### src/rtl/ps2_pkg.sv
// ps2_pkg: shared definitions for the PS/2 keyboard receive path.
//   PS2_FRAME_BITS : bits per device-to-host frame (start, 8 data, parity, stop)
//   PS2_START/STOP : required levels of the framing bits
//   rx_state_t     : receive FSM state encoding
//   frame_ok()     : framing + odd-parity validity of a captured frame
//                    (bit 0 = start, bits 8:1 = data LSB-first, 9 = parity, 10 = stop)
package ps2_pkg;

  localparam int unsigned PS2_FRAME_BITS = 11;
  localparam logic        PS2_START      = 1'b0;
  localparam logic        PS2_STOP       = 1'b1;

  typedef enum logic [1:0] {
    ST_IDLE,
    ST_RECV,
    ST_CHECK
  } rx_state_t;

  function automatic logic frame_ok(input logic [PS2_FRAME_BITS-1:0] f);
    return (f[0] == PS2_START) &&
           (f[PS2_FRAME_BITS-1] == PS2_STOP) &&
           (^f[PS2_FRAME_BITS-2:1]);
  endfunction

endpackage

### src/rtl/ps2_rx_fifo_sync_fifo.sv
// sync_fifo: single-clock byte FIFO with synchronous active-high clear.
//   clk, clr : clock and synchronous reset (clears pointers, count and storage)
//   push     : write wdata; honoured when not full, or when full with a pop
//              in the same cycle
//   pop      : advance the read pointer; ignored while empty
//   wdata    : write data
//   head     : storage at the read pointer (combinational)
//   full     : count == DEPTH
//   empty    : count == 0
module sync_fifo #(
  parameter int unsigned DEPTH = 8,
  parameter int unsigned WIDTH = 8
) (
  input  logic             clk,
  input  logic             clr,
  input  logic             push,
  input  logic [WIDTH-1:0] wdata,
  input  logic             pop,
  output logic [WIDTH-1:0] head,
  output logic             full,
  output logic             empty
);

  localparam int unsigned     AW         = $clog2(DEPTH);
  localparam logic [AW:0]     FULL_COUNT = (AW+1)'(DEPTH);

  logic [WIDTH-1:0] mem [DEPTH];
  logic [AW-1:0]    wr_ptr;
  logic [AW-1:0]    rd_ptr;
  logic [AW:0]      count;
  logic             wr_en;
  logic             rd_en;

  assign full  = (count == FULL_COUNT);
  assign empty = (count == '0);
  assign rd_en = pop && !empty;
  // When full, a same-cycle pop frees the slot being written.
  assign wr_en = push && (!full || rd_en);
  assign head  = mem[rd_ptr];

  always_ff @(posedge clk) begin
    if (clr) begin
      wr_ptr <= '0;
      rd_ptr <= '0;
      count  <= '0;
      for (int unsigned i = 0; i < DEPTH; i++) begin
        mem[i] <= '0;
      end
    end else begin
      if (wr_en) begin
        mem[wr_ptr] <= wdata;
        wr_ptr      <= wr_ptr + 1'b1;
      end
      if (rd_en) begin
        rd_ptr <= rd_ptr + 1'b1;
      end
      case ({wr_en, rd_en})
        2'b10:   count <= count + 1'b1;
        2'b01:   count <= count - 1'b1;
        default: count <= count;
      endcase
    end
  end

endmodule

### src/rtl/ps2_rx_fifo.sv
// ps2_rx_fifo: PS/2 device-to-host receiver with a scancode FIFO.
// Synchronises ps2_clk/ps2_data, deserialises 11-bit frames on ps2_clk
// falling edges, validates start/parity/stop and buffers good bytes.
//   clk, clr    : system clock, synchronous active-high reset
//   ps2_clk     : raw PS/2 clock (asynchronous)
//   ps2_data    : raw PS/2 data (asynchronous)
//   nextdata_n  : active-low pop; one byte per low cycle while ready
//   data        : FIFO head byte, meaningful while ready=1
//   ready       : FIFO non-empty
//   overflow    : sticky, a good frame arrived while the FIFO was full
//   frame_err   : one-cycle pulse per discarded frame
// Optional: define PS2_RX_TIMEOUT_EN to abandon a partial frame after
// TIMEOUT_CYCLES clk cycles without a ps2_clk falling edge.
module ps2_rx_fifo
  import ps2_pkg::*;
#(
  parameter int unsigned FIFO_DEPTH     = 8,
  parameter int unsigned TIMEOUT_CYCLES = 50000
) (
  input  logic       clk,
  input  logic       clr,
  input  logic       ps2_clk,
  input  logic       ps2_data,
  input  logic       nextdata_n,
  output logic [7:0] data,
  output logic       ready,
  output logic       overflow,
  output logic       frame_err
);

  localparam logic [3:0] LAST_BIT = 4'(PS2_FRAME_BITS - 1);

  if (FIFO_DEPTH < 2 || (FIFO_DEPTH & (FIFO_DEPTH - 1)) != 0) begin : g_depth_chk
    $error("ps2_rx_fifo: FIFO_DEPTH must be a power of two >= 2");
  end
  if (TIMEOUT_CYCLES == 0) begin : g_timeout_chk
    $error("ps2_rx_fifo: TIMEOUT_CYCLES must be non-zero");
  end

  // Synchroniser: two flops per input plus an edge-detect flop on the clock.
  logic clk_s1, clk_s2, clk_prev;
  logic data_s1, data_s2;
  logic fall;

  always_ff @(posedge clk) begin
    if (clr) begin
      clk_s1   <= 1'b1;
      clk_s2   <= 1'b1;
      clk_prev <= 1'b1;
      data_s1  <= 1'b1;
      data_s2  <= 1'b1;
    end else begin
      clk_s1   <= ps2_clk;
      clk_s2   <= clk_s1;
      clk_prev <= clk_s2;
      data_s1  <= ps2_data;
      data_s2  <= data_s1;
    end
  end

  assign fall = clk_prev && !clk_s2;

  // Receive FSM.
  rx_state_t                 state, state_next;
  logic [3:0]                bit_cnt, bit_cnt_next;
  logic [PS2_FRAME_BITS-1:0] shreg, shreg_next;
  logic                      good_frame;
  logic                      bad_frame;
  logic                      timeout_err;
  logic                      timeout_hit;

  always_ff @(posedge clk) begin
    if (clr) begin
      state   <= ST_IDLE;
      bit_cnt <= '0;
      shreg   <= '0;
    end else begin
      state   <= state_next;
      bit_cnt <= bit_cnt_next;
      shreg   <= shreg_next;
    end
  end

  always_comb begin
    state_next   = state;
    bit_cnt_next = bit_cnt;
    shreg_next   = shreg;
    good_frame   = 1'b0;
    bad_frame    = 1'b0;
    timeout_err  = 1'b0;
    case (state)
      ST_IDLE: begin
        if (fall) begin
          shreg_next   = {data_s2, shreg[PS2_FRAME_BITS-1:1]};
          bit_cnt_next = 4'd1;
          state_next   = ST_RECV;
        end
      end
      ST_RECV: begin
        if (fall) begin
          shreg_next = {data_s2, shreg[PS2_FRAME_BITS-1:1]};
          if (bit_cnt == LAST_BIT) begin
            bit_cnt_next = '0;
            state_next   = ST_CHECK;
          end else begin
            bit_cnt_next = bit_cnt + 1'b1;
          end
        end else if (timeout_hit) begin
          bit_cnt_next = '0;
          state_next   = ST_IDLE;
          timeout_err  = 1'b1;
        end
      end
      ST_CHECK: begin
        good_frame = frame_ok(shreg);
        bad_frame  = !frame_ok(shreg);
        state_next = ST_IDLE;
      end
      default: begin
        bit_cnt_next = '0;
        state_next   = ST_IDLE;
      end
    endcase
  end

`ifdef PS2_RX_TIMEOUT_EN
  localparam int unsigned WD_W = $clog2(TIMEOUT_CYCLES + 1);
  logic [WD_W-1:0] wd_cnt;

  // Counts cycles since the last falling edge while a frame is open.
  always_ff @(posedge clk) begin
    if (clr || state != ST_RECV || fall) begin
      wd_cnt <= '0;
    end else begin
      wd_cnt <= wd_cnt + 1'b1;
    end
  end

  assign timeout_hit = (wd_cnt == WD_W'(TIMEOUT_CYCLES - 1));
`else
  assign timeout_hit = 1'b0;
`endif

  // Byte FIFO and status.
  logic fifo_full;
  logic fifo_empty;
  logic pop_req;

  assign pop_req = !nextdata_n;

  sync_fifo #(
    .DEPTH (FIFO_DEPTH),
    .WIDTH (8)
  ) u_fifo (
    .clk   (clk),
    .clr   (clr),
    .push  (good_frame),
    .wdata (shreg[8:1]),
    .pop   (pop_req),
    .head  (data),
    .full  (fifo_full),
    .empty (fifo_empty)
  );

  assign ready = !fifo_empty;

  always_ff @(posedge clk) begin
    if (clr) begin
      overflow  <= 1'b0;
      frame_err <= 1'b0;
    end else begin
      // Full FIFO with a same-cycle pop accepts the byte, so no overflow.
      if (good_frame && fifo_full && !pop_req) begin
        overflow <= 1'b1;
      end
      frame_err <= bad_frame || timeout_err;
    end
  end

endmodule

### config.mk
export PLATFORM = sky130hd
export DESIGN_NAME = ps2_rx_fifo
export DESIGN_NICKNAME = d
export VERILOG_FILES = /design/src/rtl/ps2_pkg.sv /design/src/rtl/ps2_rx_fifo_sync_fifo.sv /design/src/rtl/ps2_rx_fifo.sv
export SDC_FILE = /design/constraint.sdc
export NUM_CORES = 1
export LEC_CHECK = 0
export BUFFER_PORTS_ARGS = -buffer_cell sky130_fd_sc_hd__buf_2
export CAP_MARGIN = 20
export CORE_MARGIN = 8
export CORE_UTILIZATION = 40
export DETAILED_ROUTE_END_ITERATION = 16
export PLACE_DENSITY_LB_ADDON = 0.25
export SETUP_SLACK_MARGIN = 0.02
export SYNTH_ARGS = -nofsm -noshare
export SYNTH_HDL_FRONTEND = slang
export SYNTH_HIERARCHICAL = 1
export SYNTH_SLANG_ARGS = --single-unit
### constraint.sdc
create_clock -name clk -period 3.2 [get_ports clk]
set_input_delay 0.16 -clock clk [delete_from_list [all_inputs] [get_ports clk]]
set_output_delay 0.16 -clock clk [all_outputs]
set_load 0.02 [all_outputs]
==> out/qor.csv <==
metric,value,unit
yosys_warnings,6,
vdd_drop_max,0.351,mV
grt_max_degree,38,
numCtsBuffers,9,
coreArea,11400,sq um
dr_total_vias,2897,
p_leak,1.79,nW
cts_num_sinks,101,
rsz0062_at_grt,false,
hold_depth,5,
layout-drive-gt1-share,18.8,%
critical-path-max-stage-delay,460,ps
die_h,124,um
overflow,0,
worst_hold_path.endpoint,overflow,
seq_area_frac_synth,57.3,%
drt_iter0_drc,201,
area_delta_synth_final,9.64,%
final_common_cell,nor2_1,
syn_area,4650,sq um
port_buffers,15,
final_cell_mix,"nor2_1 (80), edfxtp_1 (64), nand2_1 (43), dfxtp_1 (37)",
cp.arrival,3180,ps
fp.dieW,124,um
dieArea,15300,sq um
cp-end-kind,flop,
n_antenna_cell,0,
max_cap_violations,0,
finClkSkew,15.3,ps
min_period,2910,ps
synth_seq_cells,101,
cp_num_buf_inv,1,
r2r-end,u_fifo/count[3],
fin_crit_sh,90.9,%
power.internal,0.00231,W
netlist_instances,392,
cts_root_buf,clkbuf_16,
hpwlAfterDp,6.26,mm
crit_top_cell,xor2_1,
final_util,44.8,%
post-cts-setup-buffers,0,
outcome,"complete, no violations",
num-fill-cells,1067,
reg2regPathDepth,11,
syn_nets,404,
clk_pin_slew,70,ps
powerDensity,638,nW/um^2
drc,0,
cts_tree,built,
r2r_setup_slack,290,ps
ios,16,
reg2reg_from,shreg[4],
grt_pass1_vias,2854,
p_sw,0.000943,W
cp_top_family,XOR/XNOR gates,
combPwrFrac,20.7,%
slew_headroom,38.5,%
tightest_slew,921,ps
drtAntennaViolNets,0,
placed_area,4790,sq um
path_max_fanout,5,
power_frac_clock,32.5,%
wl_per_cell,17.5,um
fmaxAchievable,344,MHz
swShare,29.0,%
hold_path.class,input port to flop,
crit_slowest_cell,xnor3_1,
setup_viol,0,
via_per_inst,5.30,
gr-usage-all-layers,13.3,%
antenna_found_initial,0,
gp_congestion,0.793,
ctsLongestPathBuffers,2,
min_from,nextdata_n,
htree_levels,3,
routed_wl,9.56,mm
seqPwrFrac,46.8,%
synth_area_per_cell,11.9,sq um
start_util,40.9,%
hold_viol,0,
crit_chain,xor2_1 > xnor3_1 > xor2_1 > nor3_1 > or2_2 > inv_1 > ha_1 > a21oi_1 > nor4bb_1 > o21bai_1 > a31oi_1,
tns,0,ps
fin_area,5100,sq um
grt_pass1_wl,15.2,mm
final_nets,411,
cp-start-kind,flop,
clk_latency,350,ps
worstPathRequired,3470,ps
rows,39,
slew_viol_final,0,
worstSetupPathType,flop to flop,
first_pass_iters,4,
synth.distinct_cells,52,
==> synthesized netlist by cell type (all sizes together) <==
master   n  area, sq um
mux2     8         90.1
or3      5         31.3
o2bb2a   1         10.0
dfxtp   37          741
o21a     4         30.0
mux2i    2         20.0
a21oi   17         88.8
o31ai    1         7.51
or4      1         7.51
nand2   43          161
and2     2         12.5
o21bai   2         15.0
nor4bb   1         10.0
inv      6         22.5
a41o     1         10.0
or2      6         37.5
a211oi   2         20.0
or3b     1         8.76
o221ai   1         8.76
mux4    16          360
nand2b   7         43.8
a31o     4         35.0
a31oi    3         18.8
o211ai   2         15.0
nand3b   5         62.6
fa       1         20.0
and4b    1         10.0
buf     15          106
o311a    1         10.0
nor2    80          300
xnor2    9         78.8
ha       6         75.1
nor2b    4         25.0
nand3    6         42.5
edfxtp  64         1920
nor3b    2         26.3
clkbuf  10         37.5
xor2     5         43.8
xnor3    1         22.5
o21ai    2         13.8
nor4     1         6.26
a21o     4         30.0
nor3     2         10.0
==> power by group through the flow <==
| stage | Clock [W] | Combinational (W) | Sequential, W |
|---|---|---|---|
| final | 0.00106 | 0.000672 | 0.00152 |
| after global routing | 0.00112 | 0.000739 | 0.00153 |
| after CTS | 0.00108 | 0.000683 | 0.00152 |
| after detailed placement | 0 | 0.000674 | 0.00155 |
| after global placement | 0 | 0.000662 | 0.00155 |
| after floorplan | 0 | 0.000563 | 0.00151 |
==> worst min-delay path, stage by stage <==
cell	delay, ps
buf_2	110
nand2_1	70
nor4_1	50
nand3_1	80
nand3_1	70
==> cells by family (layout without fill, tap and decap cells) <==
group | count (synthesis) | after routing | synth area share (%)
compound gates | 45 | 45 | 6.73
xor+xnor | 15 | 15 | 3.12
fa+ha+maj | 7 | 7 | 2.05
buf+inv | 31 | 43 | 3.58
flops | 101 | 101 | 57.3
mux | 26 | 26 | 10.1
simple gates | 167 | 167 | 17.1
==> cell type report <==
cell class | instances | area [sq um] | share of cell area, %
clock buffers | 9 | 225 | 4.42
inverters | 6 | 22.5 | 0.442
multi-input cells | 260 | 1820 | 35.7
repair buffers | 21 | 125 | 2.46
flip-flops and latches | 101 | 2660 | 52.2
clock inverters | 7 | 62.6 | 1.23
well taps | 143 | 179 | 3.51
==> what timing repair did <==
action | CTS | global route
endpoints found under the hold margin | 2 | 0
hold buffers | 2 | 0
gates resized for setup | 0 | 0
==> per-layer routing <==
layer | global-route usage [%] | part of all wire, % | vias to the layer above
li1 | - | - | 1393
met4 | 4.67 | 1.3 | 0
met2 | 22.3 | 49 | 60
met1 | 16.5 | 45 | 1433
met3 | 3.04 | 4.4 | 11
met5 | 0 | 0 | -
==> state kept, by name, summed over array words and instances, names as in the netlist, named ones only <==
register,count
bit_cnt,4
clk_prev,1
clk_s1,1
clk_s2,1
data_s1,1
data_s2,1
frame_err,1
overflow,1
shreg,11
state,2
u_fifo/count,4
u_fifo/mem,64
u_fifo/rd_ptr,3
u_fifo/wr_ptr,3
==> through the flow <==
stage                     setup WS (ps)  hold slack [ps]  power, W  instances
final                               292              249   0.00325        547
after global routing               52.6              308   0.00339        547
after CTS                           336              247   0.00329        547
after detailed placement            380              346   0.00223        529
after global placement              482              347   0.00221        529
after floorplan                     410              264   0.00208        392
==> worst max path at each step <==
stage | startpoint | to | depth (start not counted)
after floorplan | shreg[5] | u_fifo/count[3] | 12
after global placement | shreg[5] | u_fifo/count[3] | 11
after detailed placement | shreg[4] | u_fifo/count[3] | 11
after CTS | shreg[4] | u_fifo/count[3] | 11
after global routing | shreg[4] | u_fifo/count[3] | 11
final | shreg[4] | u_fifo/count[3] | 11
Note: power is estimated with default switching activity, not from simulation.
